$ cat config.mk
export PLATFORM = sky130hd
export DESIGN_NAME = gpio_led_dimmer_flat
export DESIGN_NICKNAME = d
export VERILOG_FILES = /design/src/rtl/gpio_dim_pkg.sv /design/src/rtl/gpio_led_dimmer_if.sv /design/src/rtl/gpio_dim_chan.sv /design/src/rtl/gpio_led_dimmer.sv /design/src/flat_wrapper.sv
export SDC_FILE = /design/constraint.sdc
export NUM_CORES = 2
export LEC_CHECK = 0
export ABC_AREA = 1
export BUFFER_PORTS_ARGS = -buffer_cell sky130_fd_sc_hd__buf_2
export CORE_MARGIN = 5
export CORE_UTILIZATION = 35
export DETAILED_ROUTE_END_ITERATION = 16
export PLACE_DENSITY = 0.47
export SLEW_MARGIN = 20
export SYNTH_ARGS = -nofsm -noshare
export SYNTH_HDL_FRONTEND = slang
export SYNTH_SLANG_ARGS = --single-unit
$ cat constraint.sdc
create_clock -name clk50 -period 3.8 [get_ports clk50]
set_input_delay 0.38 -clock clk50 [delete_from_list [all_inputs] [get_ports clk50]]
set_output_delay 0.38 -clock clk50 [all_outputs]
set_load 0.005 [all_outputs]
$ cat src/rtl/gpio_dim_pkg.sv
// rtl/gpio_dim_pkg.sv - shared duty type, derived pin state and the gamma curve
package gpio_dim_pkg;

   localparam int DUTY_W = 8;

   typedef logic [DUTY_W-1:0] duty_t;

   // Per-pin fade state; never stored, always derived from duty and target
   typedef enum logic [1:0] {
      OFF,
      UP,
      ON,
      DOWN
   } dim_state_t;

   // Classify a pin from its current duty and requested target
   function automatic dim_state_t dim_state(input duty_t duty, input duty_t tgt);
      if (duty < tgt) begin
         return UP;
      end else if (duty > tgt) begin
         return DOWN;
      end else if (duty == '0) begin
         return OFF;
      end else begin
         return ON;
      end
   endfunction

   // Square-law perceptual curve: (d*d) >> 8, so 255 maps to 254 and 1 to 0
   function automatic duty_t gamma_curve(input duty_t d);
      logic [2*DUTY_W-1:0] sq;
      sq = {{DUTY_W{1'b0}}, d} * {{DUTY_W{1'b0}}, d};
      return sq[2*DUTY_W-1:DUTY_W];
   endfunction

endpackage

$ cat src/rtl/gpio_led_dimmer_if.sv
// rtl/gpio_led_dimmer_if.sv - request/brightness inputs and PWM pin outputs of the dimmer
interface gpio_led_dimmer_if #(
   parameter int NPINS = 36
);
   import gpio_dim_pkg::*;

   logic [NPINS-1:0] led_req;
   duty_t            bright;
   logic [NPINS-1:0] gpio;

   // Pattern logic side: issues requests and brightness, observes the pins
   modport master (
      output led_req,
      output bright,
      input  gpio
   );

   // Dimmer side: consumes requests and brightness, drives the pins
   modport slave (
      input  led_req,
      input  bright,
      output gpio
   );

endinterface

$ cat src/rtl/gpio_dim_chan.sv
// rtl/gpio_dim_chan.sv - one-pin duty fader and PWM compare; GPIO_DIM_GAMMA_EN selects square-law duty
module gpio_dim_chan
   import gpio_dim_pkg::*;
(
   input  logic  clk50,
   input  logic  rst,
   input  logic  fade_stb,
   input  logic  led_req,
   input  duty_t bright,
   input  duty_t pwm_cnt,
   output logic  gpio
);

   duty_t      duty;
   duty_t      tgt;
   duty_t      duty_nxt;
   duty_t      duty_eff;
   dim_state_t state;

   // Target, derived fade state, one-step move toward target and compare operand
   always_comb begin
      tgt      = led_req ? bright : '0;
      state    = dim_state(duty, tgt);
      duty_nxt = duty;
      case (state)
         UP:      duty_nxt = duty + duty_t'(1);
         DOWN:    duty_nxt = duty - duty_t'(1);
         default: duty_nxt = duty;
      endcase
`ifdef GPIO_DIM_GAMMA_EN
      duty_eff = gamma_curve(duty);
`else
      duty_eff = duty;
`endif
   end

   // Duty moves only on the fade strobe, which coincides with the frame wrap
   always_ff @(posedge clk50) begin
      if (rst) begin
         duty <= '0;
      end else if (fade_stb) begin
         duty <= duty_nxt;
      end
   end

   // Registered compare; duty 255 still leaves one low slot per frame
   always_ff @(posedge clk50) begin
      if (rst) begin
         gpio <= 1'b0;
      end else begin
         gpio <= (duty_eff > pwm_cnt);
      end
   end

endmodule

$ cat src/rtl/gpio_led_dimmer.sv
// rtl/gpio_led_dimmer.sv - shared PWM timebase and fade strobe feeding one fader per GPIO pin
module gpio_led_dimmer
   import gpio_dim_pkg::*;
#(
   parameter int PWM_DIV     = 195,
   parameter int FADE_FRAMES = 4,
   parameter int NPINS       = 36
) (
   input  logic              clk50,
   input  logic              rst,
   gpio_led_dimmer_if.slave  bus
);

   localparam int PRE_W = (PWM_DIV > 0) ? $clog2(PWM_DIV + 1) : 1;
   localparam int FRM_W = (FADE_FRAMES > 1) ? $clog2(FADE_FRAMES) : 1;

   logic [PRE_W-1:0] pre;
   duty_t            pwm_cnt;
   logic [FRM_W-1:0] frm_cnt;
   logic             tick;
   logic             frame_end;
   logic             fade_stb;
   logic [NPINS-1:0] gpio_q;

   // Tick at the prescaler terminal count, frame end on the pwm wrap tick,
   // fade strobe on the last frame of each fade period
   always_comb begin
      tick      = (pre == PRE_W'(PWM_DIV));
      frame_end = tick && (pwm_cnt == '1);
      fade_stb  = frame_end && (frm_cnt == FRM_W'(FADE_FRAMES - 1));
   end

   // Prescaler: 0..PWM_DIV, one tick per wrap
   always_ff @(posedge clk50) begin
      if (rst) begin
         pre <= '0;
      end else if (tick) begin
         pre <= '0;
      end else begin
         pre <= pre + PRE_W'(1);
      end
   end

   // PWM slot counter, free-running 0..255 at tick rate
   always_ff @(posedge clk50) begin
      if (rst) begin
         pwm_cnt <= '0;
      end else if (tick) begin
         pwm_cnt <= pwm_cnt + duty_t'(1);
      end
   end

   // Frame counter: counts frame ends 0..FADE_FRAMES-1
   always_ff @(posedge clk50) begin
      if (rst) begin
         frm_cnt <= '0;
      end else if (frame_end) begin
         if (frm_cnt == FRM_W'(FADE_FRAMES - 1)) begin
            frm_cnt <= '0;
         end else begin
            frm_cnt <= frm_cnt + FRM_W'(1);
         end
      end
   end

   for (genvar i = 0; i < NPINS; i++) begin : g_chan
      gpio_dim_chan u_chan (
         .clk50    (clk50),
         .rst      (rst),
         .fade_stb (fade_stb),
         .led_req  (bus.led_req[i]),
         .bright   (bus.bright),
         .pwm_cnt  (pwm_cnt),
         .gpio     (gpio_q[i])
      );
   end

   assign bus.gpio = gpio_q;

endmodule

$ cat src/flat_wrapper.sv
// flat-port wrapper written by rule: the top's interface ports become plain ports
module gpio_led_dimmer_flat import gpio_dim_pkg::*;
#(
   parameter int PWM_DIV     = 195,
   parameter int FADE_FRAMES = 4,
   parameter int NPINS       = 36
)
  (clk50, rst, bus_led_req, bus_bright, bus_gpio);
  gpio_led_dimmer_if #(.NPINS(NPINS)) bus_i ();
  input  logic clk50;
  input  logic rst;
  input wire logic [$bits(bus_i.led_req)-1:0] bus_led_req;
  input wire logic [$bits(bus_i.bright)-1:0] bus_bright;
  output wire logic [$bits(bus_i.gpio)-1:0] bus_gpio;
  assign bus_i.led_req = bus_led_req;
  assign bus_i.bright = bus_bright;
  assign bus_gpio = bus_i.gpio;
  gpio_led_dimmer #(.PWM_DIV(PWM_DIV), .FADE_FRAMES(FADE_FRAMES), .NPINS(NPINS)) u_core (.clk50(clk50), .rst(rst), .bus(bus_i));
endmodule
==> results.tsv <==
stage	metric	value	unit
hold_path	hold_depth	3	
power_and_ir_drop	seqPwrFrac	0.375	
floorplanning	initial_core_util	0.351	
clocking	numCtsBuffers	49	
yosys	synthCells	5259	
sta	fin_worst_skew	0.0287	ns
worst_setup_path	worstPathArrival	3.41	ns
clocking	cts_root_buffer	clkbuf_16	
yosys	synth_top_area_frac	0.275	
yosys	yosys.cell_count.top_type	nand2_1	
power_and_ir_drop	combPwrFrac	0.121	
detailed_routing	routed_wl	108000	um
worst_setup_path	crit_family	simple AND/OR/NAND/NOR gates	
clocking	cts_max_path_buffers	3	
yosys	async_flop_share	0	
clocking	clkSinkCount	342	
layout	synthToLayoutAreaGrowth	10.2	%
layout	drive_gt1_frac	0.0591	
sta	setup_violations	0	
worst_setup_path	end_kind	flip-flop	
yosys	ys_ff_latch	342	
worst_setup_path	cpMaxStageDelayCell	ha_1	
clocking	post-cts-setup-buffer-count	0	
yosys	avgSynthCellArea	6.89	sq um
floorplanning	pin_count	82	
status	status	complete, no violations	
sta	slew_violations	0	
global_routing	grt_overflow	0	
yosys	yosys_warnings	0	
worst_setup_path	path_class	input port to flip-flop	
detailed_routing	vias	32938	
global_routing	grt_first_pass_wirelength	171000	um
worst_setup_path	cp-start-kind	input port	
worst_setup_path	r2r_start	u_core.g_chan[17].u_chan.duty[1]	
sta	hold_viol	0	
sta	period_needed	2.86	ns
placement	routabilityCongestion	0.836	
worst_setup_path	cp_num_buf_inv	3	
power_and_ir_drop	powerDensity	239	nW/um^2
yosys	synth_largest_area_cell	ha_1	
sta	max_freq	0.350	GHz
worst_setup_path	worstPathRequired	4.35	ns
power_and_ir_drop	p_switching	0.00269	W
detailed_routing	ant_nets	0	
yosys	netlist_area	36200	sq um
floorplanning	core	103000	sq um
sta	tightest_slew	0.938	ns
global_routing	grt_pass1_vias	31290	
yosys	synth-edff-count	0	
clocking	clk_latency	0.64	ns
layout	ff_latch_area	6850	sq um
worst_setup_path	crit_fanout	15	
worst_setup_path	timing.critical_path.cells	buf_4, buf_12, nand2_1, ha_1, nand2_1, nor2_1, nand4_1, nand2_1, inv_1, ha_1, nand2_1, o21ai_0, nand2_1, nand2_1, a21oi_1, or2_2, a21oi_1	
worst_setup_path	worst_r2r_path_depth	17	
worst_setup_path	crit_top_cell	nand2_1	
worst_setup_path	r2r_slack	0.95	ns
yosys	synth_nets	6136	
floorplanning	fp.dieH	332	um
worst_setup_path	r2r_end	u_core.g_chan[17].u_chan.duty[6]	
global_routing	antenna_found_initial	6	
floorplanning	die-area	110000	sq um
yosys	synth-main-ff-cell	dfxtp_1	
sta	hold_ws	0.366	ns
global_routing	grt_start_max_net_pins	122	
power_and_ir_drop	leakage	21.2	nW
sta	tns	0	ns
power_and_ir_drop	clock_power_share	0.503	
power_and_ir_drop	vdd_drop_max	0.285	mV
layout	nets	6171	
clocking	htree_levels	2	
layout	fillers	10841	
sta	finalCritPeriodShare	0.752	
yosys	synth_commonest_cells	nand2_1, ha_1, a21oi_1	
layout	fin_util	0.387	
floorplanning	row_count	118	
layout	multi_input_area	26700	sq um
hold_path	min-delay-path-class	input port to flip-flop	
yosys	seq_area_frac_synth	0.189	
floorplanning	die_width	332	um
flow_run	cap_viol_max_count	0	
yosys	synth_area_leaders	ha_1, dfxtp_1, nand2_1	
clocking	clk_pin_slew	0.06	ns
clocking	holdBufCountCts	0	
sta	rsz0062_at_grt	false	
sta	max_slew_margin	0.375	
detailed_routing	drt_drc_violations_left	0	
detailed_routing	drtIter0Drc	1710	
hold_path	min-delay-start	rst	
detailed_routing	dr.pass1.iters	6	
clocking	post_cts_resized	0	
hold_path	hold_path_end	u_core.g_chan[9].u_chan.duty[2]	
power_and_ir_drop	p_int	0.00687	W
placement	port_buffers	81	
detailed_routing	wl_per_cell	16.0	um
placement	dpl.hpwl	76100	um
global_routing	grt_use_total	0.191	
power_and_ir_drop	switching_share	0.281	
detailed_routing	viasPerCell	4.90	
yosys	yosysUniqueCellTypes	36	
worst_setup_path	slowest_delay	0.37	ns
clocking	cts_tree	yes	
==> layout by cell type (no fill, tap or decap), types with 22 or more instances in the layout <==
| cell | instances |
|---|---|
| a21o_1 | 57 |
| a21oi_1 | 535 |
| buf_2 | 72 |
| buf_4 | 41 |
| clkbuf_16 | 51 |
| dfxtp_1 | 341 |
| fa_1 | 36 |
| ha_1 | 795 |
| inv_1 | 510 |
| nand2_1 | 1396 |
| nand3_1 | 127 |
| nand4_1 | 48 |
| nor2_1 | 523 |
| nor3_1 | 48 |
| o211ai_1 | 22 |
| o21ai_0 | 321 |
| or2_2 | 53 |
| xnor2_1 | 77 |
| xor2_1 | 70 |
==> flip-flops by register name, summed over array words and instances, names as in the netlist <==
signal	count
u_core.frm_cnt	2
u_core.pwm_cnt	8
u_core.g_chan.u_chan.duty	288
u_core.g_chan.u_chan.gpio	36
u_core.pre	8
==> cells by family after synthesis <==
| kind of cell | after synthesis | synth area share |
|---|---|---|
| flip-flops | 342 | 0.189 |
| buffers and inverters | 678 | 0.0753 |
| adder cells (fa/ha/maj) | 831 | 0.294 |
| XOR/XNOR | 147 | 0.0355 |
| AO/OA/AOI/OAI | 1043 | 0.160 |
| AND/OR/NAND/NOR | 2218 | 0.246 |
==> cell type report <==
| cell class | instances | area share |
|---|---|---|
| clock inverter | 21 | 0.00555 |
| antenna | 4 | 0.000251 |
| inverter | 531 | 0.0503 |
| tap | 1380 | 0.0432 |
| clock buffer | 68 | 0.0358 |
| multi-input combinational | 4239 | 0.668 |
| sequential | 342 | 0.172 |
| timing repair buffer | 131 | 0.0258 |
==> stage by stage <==
| stage | power (W) | cells | instance area [sq um] | setup slack (ns) |
|---|---|---|---|---|
| floorplan | 0.00450 | 5259 | 36200 | 0.603 |
| global placement | 0.00483 | 6623 | 38300 | 0.308 |
| detailed placement | 0.00483 | 6623 | 38300 | 0.335 |
| CTS | 0.00977 | 6712 | 39900 | 0.953 |
| global route | 0.0100 | 6713 | 39900 | 0.643 |
| finish | 0.00956 | 6716 | 39900 | 0.941 |
==> routing by layer <==
layer	wire [um]	track usage	vias to the layer above	part of all wire
met2	48600	0.322	349	0.45
met5	13	0	-	0.00012
li1	-	-	17627	-
met1	53800	0.262	14837	0.50
met3	3040	0.0212	123	0.028
met4	2320	0.0460	2	0.022
==> worst min-delay path, stage by stage <==
cell     delay (ns)
buf_4          0.15
buf_12         0.25
a21oi_1        0.16
==> power groups by stage <==
stage / Combinational [W] / Sequential [W] / Clock [W]
after floorplan: 0.000836 / 0.00367 / 0
after global placement: 0.00116 / 0.00367 / 0
after detailed placement: 0.00116 / 0.00367 / 0
after CTS: 0.00117 / 0.00359 / 0.00501
after global routing: 0.00133 / 0.00359 / 0.00511
final: 0.00116 / 0.00359 / 0.00481
==> worst max path at each step <==
stage                                          start                                to  slack, ns  cells after the start
floorplan                              bus_bright[7]   u_core.g_chan[6].u_chan.duty[6]       0.60                     18
global placement                       bus_bright[7]  u_core.g_chan[22].u_chan.duty[6]       0.31                     17
detailed placement                     bus_bright[7]  u_core.g_chan[22].u_chan.duty[6]       0.34                     17
CTS                                u_core.pwm_cnt[1]  u_core.g_chan[19].u_chan.duty[2]       0.95                     10
global route        u_core.g_chan[20].u_chan.duty[3]  u_core.g_chan[20].u_chan.duty[6]       0.64                     16
finish                                 bus_bright[7]  u_core.g_chan[22].u_chan.duty[6]       0.94                     17
Note: power is estimated with default switching activity, not from simulation.
